File: config.mk
export PLATFORM = sky130hd
export DESIGN_NAME = img_scale_addr_gen_flat
export DESIGN_NICKNAME = d
export VERILOG_FILES = /design/src/rtl/img_scale_addr_gen_pkg.sv /design/src/rtl/img_scale_addr_gen_if.sv /design/src/rtl/img_scale_addr_gen_cfg.sv /design/src/rtl/img_scale_addr_gen.sv /design/src/flat_wrapper.sv
export SDC_FILE = /design/constraint.sdc
export NUM_CORES = 1
export LEC_CHECK = 0
export BUFFER_PORTS_ARGS = -buffer_cell sky130_fd_sc_hd__buf_2
export CAP_MARGIN = 20
export CORE_MARGIN = 8
export CORE_UTILIZATION = 25
export DETAILED_ROUTE_END_ITERATION = 16
export GPL_ROUTABILITY_DRIVEN = 0
export HOLD_SLACK_MARGIN = 0.15
export PLACE_DENSITY_LB_ADDON = 0.3
export SYNTH_ARGS = -nofsm -noshare
export SYNTH_HDL_FRONTEND = slang
export SYNTH_HIERARCHICAL = 1
export SYNTH_SLANG_ARGS = --single-unit
File: constraint.sdc
create_clock -name clock -period 6.85 [get_ports clock]
set_clock_uncertainty 0.2 [all_clocks]
set_input_delay 0.685 -clock clock [delete_from_list [all_inputs] [get_ports clock]]
set_output_delay 0.685 -clock clock [all_outputs]
set_load 0.005 [all_outputs]
File: src/rtl/img_scale_addr_gen_pkg.sv
// Shared definitions for the scaled-image address generator: mode
// encodings, default geometry and the log2 scale-factor clamp.
package img_scale_pkg;

  typedef enum logic [1:0] {
    MODE_ID  = 2'b00,
    MODE_IN  = 2'b01,
    MODE_OUT = 2'b10
  } mode_e;

  localparam int IMG_W_DEF    = 160;
  localparam int IMG_H_DEF    = 120;
  localparam int SCR_W_DEF    = 640;
  localparam int SCR_H_DEF    = 480;
  localparam int MAX_LOG2_DEF = 2;

  // Largest usable log2 factor not above the request: a zoom-in window
  // must fit on screen, a zoom-out window must keep at least one pixel.
  // max_log2 is expected to be <= 3 (2-bit factor field).
  function automatic logic [1:0] clamp_log2(input mode_e mode,
                                            input logic [1:0] req,
                                            input int img_w, input int img_h,
                                            input int scr_w, input int scr_h,
                                            input int max_log2);
    int k;
    k = (int'(req) > max_log2) ? max_log2 : int'(req);
    case (mode)
      MODE_IN: begin
        for (int i = 0; i < 4; i++)
          if (k > 0 && (((img_w << k) > scr_w) || ((img_h << k) > scr_h)))
            k = k - 1;
      end
      MODE_OUT: begin
        for (int i = 0; i < 4; i++)
          if (k > 0 && (((img_w >> k) < 1) || ((img_h >> k) < 1)))
            k = k - 1;
      end
      default: k = 0;
    endcase
    return k[1:0];
  endfunction

endpackage

File: src/rtl/img_scale_addr_gen_if.sv
// Scan-coordinate / request inputs and address / status outputs of the
// scaled-image address generator. master drives scan coordinates, slave
// is the generator.
interface img_scale_addr_gen_if #(
  parameter int COORD_W = 10,
  parameter int ADDR_W  = 19
);
  logic [COORD_W-1:0] next_x;
  logic [COORD_W-1:0] next_y;
  logic [1:0]         mode_req;
  logic [1:0]         log2_req;
  logic               mirror_h;
  logic [ADDR_W-1:0]  rd_addr;
  logic               in_image;
  logic [1:0]         mode_act;
  logic [1:0]         log2_act;
  logic               frame_tick;

  modport master (
    output next_x, next_y, mode_req, log2_req, mirror_h,
    input  rd_addr, in_image, mode_act, log2_act, frame_tick
  );

  modport slave (
    input  next_x, next_y, mode_req, log2_req, mirror_h,
    output rd_addr, in_image, mode_act, log2_act, frame_tick
  );
endinterface

File: src/rtl/img_scale_addr_gen_cfg.sv
// Frame-boundary shadow register for the scaler configuration. Requests
// are sampled only when the scan is at (0,0); the *_eff outputs already
// reflect a load happening this cycle so the (0,0) pixel uses it.
// Optional feature macro: IMG_SCALE_MIRROR_EN (shadows mirror_h).
module img_scale_cfg
  import img_scale_pkg::*;
#(
  parameter int IMG_W    = IMG_W_DEF,
  parameter int IMG_H    = IMG_H_DEF,
  parameter int SCR_W    = SCR_W_DEF,
  parameter int SCR_H    = SCR_H_DEF,
  parameter int COORD_W  = 10,
  parameter int MAX_LOG2 = MAX_LOG2_DEF
) (
  input  logic               clock,
  input  logic               reset,
  input  logic [COORD_W-1:0] next_x,
  input  logic [COORD_W-1:0] next_y,
  input  logic [1:0]         mode_req,
  input  logic [1:0]         log2_req,
`ifdef IMG_SCALE_MIRROR_EN
  input  logic               mirror_req,
  output logic               mirror_eff,
`endif
  output mode_e              mode_eff,
  output logic [1:0]         k_eff,
  output logic [COORD_W-1:0] w_eff,
  output logic [COORD_W-1:0] h_eff,
  output logic [COORD_W-1:0] x_off_eff,
  output logic [COORD_W-1:0] y_off_eff,
  output logic [1:0]         mode_act,
  output logic [1:0]         log2_act,
  output logic               frame_tick
);

  logic               load;
  mode_e              mode_n, mode_d, mode_q;
  logic [1:0]         k_n, k_d, k_q;
  logic [COORD_W-1:0] w_n, h_n, xo_n, yo_n;
  logic [COORD_W-1:0] w_d, h_d, xo_d, yo_d;
  logic [COORD_W-1:0] w_q, h_q, xo_q, yo_q;
  logic               tick_d, tick_q;
  int                 w_i, h_i;
`ifdef IMG_SCALE_MIRROR_EN
  logic               mirror_d, mirror_q;
`endif

  assign load = (next_x == '0) && (next_y == '0);

  // Candidate configuration derived from the live requests
  always_comb begin
    case (mode_req)
      2'b01:   mode_n = MODE_IN;
      2'b10:   mode_n = MODE_OUT;
      default: mode_n = MODE_ID;
    endcase
    k_n = clamp_log2(mode_n, log2_req, IMG_W, IMG_H, SCR_W, SCR_H, MAX_LOG2);
    w_i = IMG_W;
    h_i = IMG_H;
    case (mode_n)
      MODE_IN: begin
        w_i = IMG_W << k_n;
        h_i = IMG_H << k_n;
      end
      MODE_OUT: begin
        w_i = IMG_W >> k_n;
        h_i = IMG_H >> k_n;
      end
      default: ;
    endcase
    w_n  = COORD_W'(w_i);
    h_n  = COORD_W'(h_i);
    xo_n = COORD_W'((SCR_W - w_i) >> 1);
    yo_n = COORD_W'((SCR_H - h_i) >> 1);
  end

  // Hold the shadow copy except on the (0,0) load cycle
  always_comb begin
    mode_d = mode_q;
    k_d    = k_q;
    w_d    = w_q;
    h_d    = h_q;
    xo_d   = xo_q;
    yo_d   = yo_q;
    tick_d = 1'b0;
`ifdef IMG_SCALE_MIRROR_EN
    mirror_d = mirror_q;
`endif
    if (load) begin
      mode_d = mode_n;
      k_d    = k_n;
      w_d    = w_n;
      h_d    = h_n;
      xo_d   = xo_n;
      yo_d   = yo_n;
      tick_d = 1'b1;
`ifdef IMG_SCALE_MIRROR_EN
      mirror_d = mirror_req;
`endif
    end
  end

  // Shadow registers; reset restores the centred identity mapping
  always_ff @(posedge clock) begin
    if (reset) begin
      mode_q <= MODE_ID;
      k_q    <= '0;
      w_q    <= COORD_W'(IMG_W);
      h_q    <= COORD_W'(IMG_H);
      xo_q   <= COORD_W'((SCR_W - IMG_W) / 2);
      yo_q   <= COORD_W'((SCR_H - IMG_H) / 2);
      tick_q <= 1'b0;
`ifdef IMG_SCALE_MIRROR_EN
      mirror_q <= 1'b0;
`endif
    end else begin
      mode_q <= mode_d;
      k_q    <= k_d;
      w_q    <= w_d;
      h_q    <= h_d;
      xo_q   <= xo_d;
      yo_q   <= yo_d;
      tick_q <= tick_d;
`ifdef IMG_SCALE_MIRROR_EN
      mirror_q <= mirror_d;
`endif
    end
  end

  assign mode_eff   = mode_d;
  assign k_eff      = k_d;
  assign w_eff      = w_d;
  assign h_eff      = h_d;
  assign x_off_eff  = xo_d;
  assign y_off_eff  = yo_d;
`ifdef IMG_SCALE_MIRROR_EN
  assign mirror_eff = mirror_d;
`endif
  assign mode_act   = mode_q;
  assign log2_act   = k_q;
  assign frame_tick = tick_q;

endmodule

File: src/rtl/img_scale_addr_gen.sv
// Maps VGA scan coordinates to framebuffer read addresses for a centred,
// power-of-two scaled image. Two-stage pipeline: window test / relative
// coordinates, then source coordinates / linear address.
// Optional feature macro: IMG_SCALE_MIRROR_EN (horizontal mirror).
module img_scale_addr_gen
  import img_scale_pkg::*;
#(
  parameter int IMG_W    = IMG_W_DEF,
  parameter int IMG_H    = IMG_H_DEF,
  parameter int SCR_W    = SCR_W_DEF,
  parameter int SCR_H    = SCR_H_DEF,
  parameter int COORD_W  = 10,
  parameter int ADDR_W   = 19,
  parameter int MAX_LOG2 = MAX_LOG2_DEF
) (
  input logic                clock,
  input logic                reset,
  img_scale_addr_gen_if.slave io
);

  localparam int STAGES = 2;

  mode_e              mode_eff;
  logic [1:0]         k_eff;
  logic [COORD_W-1:0] w_eff, h_eff, x_off, y_off;
`ifdef IMG_SCALE_MIRROR_EN
  logic               mirror_eff;
  logic               mirror_s1_d, mirror_s1_q;
`endif

  logic [STAGES-1:0]  vld_d, vld_q;
  logic               win_s1_d, win_s1_q;
  logic [COORD_W-1:0] rel_x_s1_d, rel_x_s1_q, rel_y_s1_d, rel_y_s1_q;
  mode_e              mode_s1_d, mode_s1_q;
  logic [1:0]         k_s1_d, k_s1_q;
  logic [COORD_W-1:0] src_x, src_y;
  logic               win_s2_d, win_s2_q;
  logic [ADDR_W-1:0]  addr_d, addr_q;
  logic               in_scr, in_x, in_y;

  img_scale_cfg #(
    .IMG_W(IMG_W), .IMG_H(IMG_H), .SCR_W(SCR_W), .SCR_H(SCR_H),
    .COORD_W(COORD_W), .MAX_LOG2(MAX_LOG2)
  ) u_cfg (
    .clock      (clock),
    .reset      (reset),
    .next_x     (io.next_x),
    .next_y     (io.next_y),
    .mode_req   (io.mode_req),
    .log2_req   (io.log2_req),
`ifdef IMG_SCALE_MIRROR_EN
    .mirror_req (io.mirror_h),
    .mirror_eff (mirror_eff),
`endif
    .mode_eff   (mode_eff),
    .k_eff      (k_eff),
    .w_eff      (w_eff),
    .h_eff      (h_eff),
    .x_off_eff  (x_off),
    .y_off_eff  (y_off),
    .mode_act   (io.mode_act),
    .log2_act   (io.log2_act),
    .frame_tick (io.frame_tick)
  );

  assign vld_d = {vld_q[STAGES-2:0], 1'b1};

  // Stage 1: window test and window-relative coordinates; the pixel's
  // scale settings travel with it so in-flight pixels keep the old mode
  always_comb begin
    in_scr = (int'(io.next_x) < SCR_W) && (int'(io.next_y) < SCR_H);
    in_x   = (io.next_x >= x_off) &&
             ({1'b0, io.next_x} < ({1'b0, x_off} + {1'b0, w_eff}));
    in_y   = (io.next_y >= y_off) &&
             ({1'b0, io.next_y} < ({1'b0, y_off} + {1'b0, h_eff}));
    win_s1_d   = in_scr && in_x && in_y;
    rel_x_s1_d = io.next_x - x_off;
    rel_y_s1_d = io.next_y - y_off;
    mode_s1_d  = mode_eff;
    k_s1_d     = k_eff;
`ifdef IMG_SCALE_MIRROR_EN
    mirror_s1_d = mirror_eff;
`endif
  end

  // Stage 2: source pixel and linear address (zero outside the window)
  always_comb begin
    src_x = rel_x_s1_q;
    src_y = rel_y_s1_q;
    case (mode_s1_q)
      MODE_IN: begin
        src_x = rel_x_s1_q >> k_s1_q;
        src_y = rel_y_s1_q >> k_s1_q;
      end
      MODE_OUT: begin
        src_x = rel_x_s1_q << k_s1_q;
        src_y = rel_y_s1_q << k_s1_q;
      end
      default: ;
    endcase
`ifdef IMG_SCALE_MIRROR_EN
    if (mirror_s1_q)
      src_x = COORD_W'(IMG_W - 1) - src_x;
`endif
    win_s2_d = win_s1_q && vld_q[0];
    addr_d   = '0;
    if (win_s2_d)
      addr_d = ADDR_W'(src_y) * ADDR_W'(IMG_W) + ADDR_W'(src_x);
  end

  // Pipeline registers
  always_ff @(posedge clock) begin
    if (reset) begin
      vld_q      <= '0;
      win_s1_q   <= 1'b0;
      rel_x_s1_q <= '0;
      rel_y_s1_q <= '0;
      mode_s1_q  <= MODE_ID;
      k_s1_q     <= '0;
      win_s2_q   <= 1'b0;
      addr_q     <= '0;
`ifdef IMG_SCALE_MIRROR_EN
      mirror_s1_q <= 1'b0;
`endif
    end else begin
      vld_q      <= vld_d;
      win_s1_q   <= win_s1_d;
      rel_x_s1_q <= rel_x_s1_d;
      rel_y_s1_q <= rel_y_s1_d;
      mode_s1_q  <= mode_s1_d;
      k_s1_q     <= k_s1_d;
      win_s2_q   <= win_s2_d;
      addr_q     <= addr_d;
`ifdef IMG_SCALE_MIRROR_EN
      mirror_s1_q <= mirror_s1_d;
`endif
    end
  end

  assign io.rd_addr  = addr_q;
  assign io.in_image = win_s2_q && vld_q[STAGES-1];

endmodule

File: src/flat_wrapper.sv
// flat-port wrapper written by rule: the top's interface ports become plain ports
module img_scale_addr_gen_flat import img_scale_pkg::*;
#(
  parameter int IMG_W    = IMG_W_DEF,
  parameter int IMG_H    = IMG_H_DEF,
  parameter int SCR_W    = SCR_W_DEF,
  parameter int SCR_H    = SCR_H_DEF,
  parameter int COORD_W  = 10,
  parameter int ADDR_W   = 19,
  parameter int MAX_LOG2 = MAX_LOG2_DEF
)
  (clock, reset, io_next_x, io_next_y, io_mode_req, io_log2_req, io_mirror_h, io_rd_addr, io_in_image, io_mode_act, io_log2_act, io_frame_tick);
  img_scale_addr_gen_if #(.COORD_W(COORD_W), .ADDR_W(ADDR_W)) io_i ();
  input logic clock;
  input logic reset;
  input wire logic [$bits(io_i.next_x)-1:0] io_next_x;
  input wire logic [$bits(io_i.next_y)-1:0] io_next_y;
  input wire logic [$bits(io_i.mode_req)-1:0] io_mode_req;
  input wire logic [$bits(io_i.log2_req)-1:0] io_log2_req;
  input wire logic [$bits(io_i.mirror_h)-1:0] io_mirror_h;
  output wire logic [$bits(io_i.rd_addr)-1:0] io_rd_addr;
  output wire logic [$bits(io_i.in_image)-1:0] io_in_image;
  output wire logic [$bits(io_i.mode_act)-1:0] io_mode_act;
  output wire logic [$bits(io_i.log2_act)-1:0] io_log2_act;
  output wire logic [$bits(io_i.frame_tick)-1:0] io_frame_tick;
  assign io_i.next_x = io_next_x;
  assign io_i.next_y = io_next_y;
  assign io_i.mode_req = io_mode_req;
  assign io_i.log2_req = io_log2_req;
  assign io_i.mirror_h = io_mirror_h;
  assign io_rd_addr = io_i.rd_addr;
  assign io_in_image = io_i.in_image;
  assign io_mode_act = io_i.mode_act;
  assign io_log2_act = io_i.log2_act;
  assign io_frame_tick = io_i.frame_tick;
  img_scale_addr_gen #(.IMG_W(IMG_W), .IMG_H(IMG_H), .SCR_W(SCR_W), .SCR_H(SCR_H), .COORD_W(COORD_W), .ADDR_W(ADDR_W), .MAX_LOG2(MAX_LOG2)) u_core (.clock(clock), .reset(reset), .io(io_i));
endmodule
==> results of run 1 <==
cells in the final DEF (no fill, tap or decap), types with 4 or more instances in the layout:
| master | instances |
|---|---|
| or2_2 | 5 |
| nand2_1 | 78 |
| o31ai_1 | 6 |
| nor4_1 | 7 |
| mux2i_1 | 12 |
| buf_2 | 50 |
| a221oi_1 | 6 |
| a31oi_1 | 8 |
| ha_1 | 87 |
| nand4_1 | 12 |
| o211ai_1 | 11 |
| nor2b_1 | 19 |
| fa_1 | 6 |
| a21o_1 | 14 |
| xnor2_1 | 20 |
| nor2_1 | 81 |
| nand3_1 | 23 |
| a22o_1 | 4 |
| buf_4 | 11 |
| nor3_1 | 27 |
| xor2_1 | 16 |
| o22ai_1 | 6 |
| a21boi_0 | 5 |
| o21a_1 | 4 |
| inv_1 | 59 |
| a21oi_1 | 76 |
| and3_1 | 13 |
| mux2_2 | 5 |
| dfxtp_1 | 91 |
| nand2b_1 | 26 |
| clkbuf_16 | 9 |
| o21ai_0 | 88 |
| a211oi_1 | 16 |
| a22oi_1 | 8 |
| and2_1 | 10 |
| o21bai_1 | 4 |
through the flow:
stage | setup WS, ps | instance area, sq um
2_1_floorplan | 1960 | 7540
3_3_place_gp | 1310 | 8130
3_5_place_dp | 1280 | 8130
4_1_cts | 1460 | 8420
5_1_grt | 1090 | 8420
6_report | 1480 | 8420
registers in the layout, indices dropped and copies added (netlist names):
signal,flops
u_core/io.rd_addr,19
u_core/k_s1_q,2
u_core/mode_s1_q,2
u_core/rel_x_s1_q,10
u_core/rel_y_s1_q,10
u_core/u_cfg/frame_tick,1
u_core/u_cfg/h_q,10
u_core/u_cfg/log2_act,2
u_core/u_cfg/mode_act,2
u_core/u_cfg/w_q,10
u_core/u_cfg/xo_q,10
u_core/u_cfg/yo_q,10
u_core/vld_q,2
u_core/win_s1_q,1
u_core/win_s2_q,1
kinds of logic after synthesis:
family | after synthesis | share of synthesized area (%)
xor+xnor | 37 | 4.40
flops | 92 | 24.4
other cells | 2 | 0.0997
compound gates | 297 | 25.2
mux | 19 | 2.94
fa+ha+maj | 93 | 16.0
buf+inv | 113 | 6.01
simple gates | 319 | 20.9
where the power goes:
part | internal (W) | leakage [nW] | switching [W]
logic | 0.0000868 | 2.71 | 0.000130
clock network | 0.000253 | 0.135 | 0.000245
registers | 0.000544 | 0.749 | 0.0000141
total | 0.000884 | 3.59 | 0.000389
routing by layer:
metal,vias up,share of wire (%),track usage (%)
met1,3209,47,14.8
met5,-,0,0
met2,114,48,19.6
met4,0,1.4,2.77
met3,18,3.2,1.87
li1,3535,-,-
how the worst max path moves through the flow:
stage | slack [ps] | depth (start not counted) | from | end
3_3_place_gp | 1310 | 22 | io_mode_req[0] | u_core/win_s1_q$_SDFF_PP0_
3_5_place_dp | 1280 | 22 | io_mode_req[0] | u_core/win_s1_q$_SDFF_PP0_
5_1_grt | 1090 | 18 | u_core/mode_s1_q[0]$_SDFF_PP0_ | u_core/io.rd_addr[17]$_SDFF_PP0_
4_1_cts | 1460 | 18 | u_core/mode_s1_q[0]$_SDFF_PP0_ | u_core/io.rd_addr[17]$_SDFF_PP0_
2_1_floorplan | 1960 | 21 | io_mode_req[0] | u_core/win_s1_q$_SDFF_PP0_
6_report | 1480 | 18 | u_core/mode_s1_q[0]$_SDFF_PP0_ | u_core/io.rd_addr[17]$_SDFF_PP0_
cell type report:
cell class	count	area, sq um
sequential	92	1840
multi-input combinational	768	5240
clock inverter	7	57.6
clock buffer	9	225
fill	3244	21200
tap	390	488
inverter	60	225
timing repair buffer	61	333
==> metrics, run 1 <==
outcome completed; sequential fraction of the synthesis area 24.4%; CP bufs+invs 4; Total GRT Usage 11.5%; Final Hold Viols 0; critical path arrival 5470 ps; largest net degree at the start of global routing 56; buffers added on ports 50; most common cell in the netlist dfxtp_1; slowest stage cell, crit path ha_1; post-layout net count 1,112; Post-synth EDFFs 0; fin util 28.4%; Reg2Reg Setup Slack 1480 ps; clock root cell clkbuf_16; Final ANT Viol Nets 0; Commonest cells post-synth 92 x dfxtp_1, 88 x o21ai_0, 87 x ha_1; clock slew at reported path FFs 70 ps; clock sinks 92; kind of critical path reg -> reg; die width 190 um; # H-tree levels 3; slowest stage delay, CP 780 ps; GRT overflow 0; Setup TNS Final 0 ps; post-synth top area share 24.4%; # diodes 0; crit-path cells inv_1, ha_1, clkinv_1, and3_1, a21oi_1, o21ai_0, ha_1, inv_1, fa_1, inv_1, ha_1, o21a_1, o31a_1, o21ai_1, nand3b_2, or4_4, o31ai_2, a221o_1; first-pass GRT wire length 34,300 um; Cell Rows 63; Final Total Pwr 0.00127 W; Syn Inst Count 972; worst slew pin tran 992 ps; syn_area_per_cell 7.75 sq um; Starting Density 25.4%; Layout area overhead 11.7%; Post-synth top flop dfxtp_1; fraction of layout cells with a size suffix above 1 10.3%; die height 190 um; Yosys reg bits 92; hold depth 1; IO Count 52; post-CTS setup buffer count 0; minimum clock period 5370 ps; worst skew pair latency 360 ps; Post-CTS Resized 0; Yosys top cell by area dfxtp_1; Peak Freq 0.186 GHz; initial antenna violation count 0; Vias 6,876; Clock Tree Buf Depth 2; DIE AREA 36,000 sq um; Final Setup Violations 0; RSZ-0062 raised after global routing no; CTS Hold Buffers Added 0; cts bufs inserted 9; Netlist cell types 79; ys async rst share 0%; YS warnings 6; Worst Hold Path EP u_core/u_cfg/w_q[0]$_SDFF_PP0_; Worst VDD drop 0.000118 V; DR vias/cell 4.96; core area 29,600 sq um; Worst setup SP type register; Residual DRC 0; crit share post-route 78.4%; post-route insts no fill 1,387; CP Max Fanout 25; Pleak 3.59 nW; r2r startpoint u_core/mode_s1_q[0]$_SDFF_PP0_; DR pass1 iterations 7; cell area power density 151 nW/um^2; Cells after DPL 1,371; max cap viols 0; TritonCTS clock tree built; startpoint of the worst hold path u_core/u_cfg/w_q[0]$_SDFF_PP0_; Worst EP required 6940 ps; hold_ws 281 ps; Post-Syn Area 7530 sq um; Tightest Hold Check Type reg -> reg; DR WL/cell 15.1 um; Area contributors post-synth dfxtp_1 24%, ha_1 14%, o21ai_0 5.8%, a21oi_1 5.0%, nor2_1 4.0%; reg2reg path depth 18; DRT iter0 DRCs 484; vias in the first global route 6,643; detailed placer's ending HPWL 15,700 um; reg2reg end u_core/io.rd_addr[17]$_SDFF_PP0_; endpoint class of the critical path register; Slew headroom 33.8%; final wirelength 20,900 um; Slew Limit Fails 0; Crit path max-delay family adder cells
(Power assumes the default switching activity.)
==> run 2: changes to the inputs <==
==> constraint.sdc (replaced) <==
create_clock -name clock -period 5.3 [get_ports clock]
set_clock_uncertainty 0.2 [all_clocks]
set_input_delay 0.53 -clock clock [delete_from_list [all_inputs] [get_ports clock]]
set_output_delay 0.53 -clock clock [all_outputs]
set_load 0.005 [all_outputs]
==> metrics, run 2 (same netlist as run 1, synthesis figures left out) <==
Setup TNS Final 0 ps (unchanged); M2 GR Usage 20.4% (+0.81 points); Vias 6,907 (+0.45%); Tightest Hold Check Type reg -> reg; Final Hold Viols 0 (unchanged); vias in the first global route 6,841 (+3.0%); cell area power density 193 nW/um^2 (+28%); minimum clock period 4910 ps (-458 ps); TritonCTS clock tree built; Clock Power Share 39.1% (about the same); Clock Tree Buf Depth 2 (unchanged); Combinational Power Share 17.4% (+0.3 points); busiest grt layer met2; fin util 29.0% (+0.62 points); Internal 0.00115 W (+30%); final wirelength 21,100 um (+0.88%); startpoint of the worst hold path u_core/u_cfg/xo_q[1]$_SDFF_PP0_; Largest register FFs 19 (unchanged); most common cell after layout, fill and taps aside dfxtp_1; commonest cells after routing, fill and taps aside 91 x dfxtp_1, 88 x o21ai_0, 87 x ha_1, 81 x nor2_1, 78 x nand2_1; max cap viols 0 (unchanged); IO Count 52 (unchanged); Worst setup SP type register; GRT overflow 0 (unchanged); clock slew at reported path FFs 80 ps (about the same); Slew Limit Fails 0 (unchanged); detailed placer's ending HPWL 16,200 um (+3.7%); Pleak 3.70 nW (+3.2%); kind of critical path reg -> reg; fraction of layout cells with a size suffix above 1 12.3% (+1.9 points); Starting Density 25.4% (unchanged); r2r startpoint u_core/mode_s1_q[0]$_SDFF_PP0_; Final Total Pwr 0.00166 W (+30%); Net Sw Frac 30.6% (+0.069 points); # diodes 0 (unchanged); fillers 3,327 (+2.6%); Cell Rows 63 (unchanged); Total GRT Usage 11.7% (+0.23 points); CP Max Fanout 9 (-64%); DR pass1 iterations 5 (-2); DR vias/cell 4.90 (-1.1%); CTS Hold Buffers Added 0 (unchanged); Worst VDD drop 0.000150 V (+27%); worst skew pair latency 350 ps (about the same); CP startpoint u_core/mode_s1_q[0]$_SDFF_PP0_; DR WL/cell 15.0 um (-0.70%); cts bufs inserted 9 (unchanged); GR Layer Usage met3 1.87% (unchanged); core area 29,600 sq um (unchanged); Cells after DPL 1,393 (+1.6%); Worst EP required 5400 ps (-1540 ps); post-route insts no fill 1,409 (+1.6%); largest net degree at the start of global routing 55 (-1.8%); endpoint class of the critical path register; post-CTS setup buffer count 0 (unchanged); first-pass GRT wire length 34,700 um (+1.4%); crit share post-route 92.7% (+14 points); die height 190 um (unchanged); die width 190 um (unchanged); Peak Freq 0.203 GHz (+9.3%); Slew headroom 46.7% (+13 points); clock root cell clkbuf_16; Flop pwr share 43.5% (-0.4 points); Post-CTS Resized 0 (unchanged); Final Setup Violations 0 (unchanged); initial antenna violation count 0 (unchanged); Residual DRC 0 (unchanged); DIE AREA 36,000 sq um (unchanged); post-layout net count 1,134 (+2.0%); Switching Power 0.000508 W (+31%); # H-tree levels 3 (unchanged); outcome completed; RSZ-0062 raised after global routing no; critical path arrival 5010 ps (-460 ps); Layout area overhead 14.1%; clock sinks 92 (unchanged); Final ANT Viol Nets 0 (unchanged); M1 GR Usage 14.7% (-0.14 points); DRT iter0 DRCs 444 (-8.3%); buffers added on ports 50 (unchanged); worst slew pin tran 798 ps (-194 ps)
-- run 2: final cells by class --
type	count	area [sq um]	area share, %
clock buffers	9	225	2.62
clock inverters	7	75.1	0.873
inverters	60	225	2.62
multi-input cells	768	5240	61.0
flip-flops and latches	92	1840	21.4
well taps	390	488	5.68
repair buffers	83	498	5.79
-- run 2: worst max-delay path: stages (launching register included) --
cell and delay [ps]:
dfxtp_1 340, inv_1 50, ha_1 480, clkinv_1 360, and3_1 270, a21oi_1 110, o21ai_0 160, ha_1 350
inv_1 60, fa_1 530, inv_1 40, ha_1 300, o21a_1 120, o31a_1 170, o21ai_1 100, nand3b_2 260
or4_4 570, o31ai_2 220, a221o_1 170
-- run 2: layer usage --
| metal | up-vias | part of all wire [%] |
|---|---|---|
| li1 | 3581 | - |
| met1 | 3183 | 47 |
| met2 | 124 | 48 |
| met3 | 19 | 3.2 |
| met4 | 0 | 1.8 |
| met5 | - | 0 |
-- run 2: worst paths after layout --
check	end	slack (ps)	cells after the start
worst max register to register	u_core/io.rd_addr[17]$_SDFF_PP0_	390	18
worst max-delay path	u_core/io.rd_addr[17]$_SDFF_PP0_	390	18
worst min-delay path	u_core/u_cfg/xo_q[1]$_SDFF_PP0_	280	1
worst min register to register	u_core/u_cfg/xo_q[1]$_SDFF_PP0_	280	1
-- run 2: through the flow --
stage                     hold slack (ps)  setup WS (ps)  cell area (sq um)
after global routing                  303           72.1               8600
final                                 282            386               8600
after global placement                258            209               8300
after detailed placement              260            143               8300
after floorplan                       244            568               7540
after CTS                             281            414               8600
-- run 2: power by group through the flow --
stage / clock network, W / registers (W) / logic, W
6_report: 0.000648 / 0.000722 / 0.000289
5_1_grt: 0.000701 / 0.000724 / 0.000329
4_1_cts: 0.000676 / 0.000722 / 0.000291
3_5_place_dp: 0 / 0.000738 / 0.000289
3_3_place_gp: 0 / 0.000738 / 0.000286
2_1_floorplan: 0 / 0.000730 / 0.000211
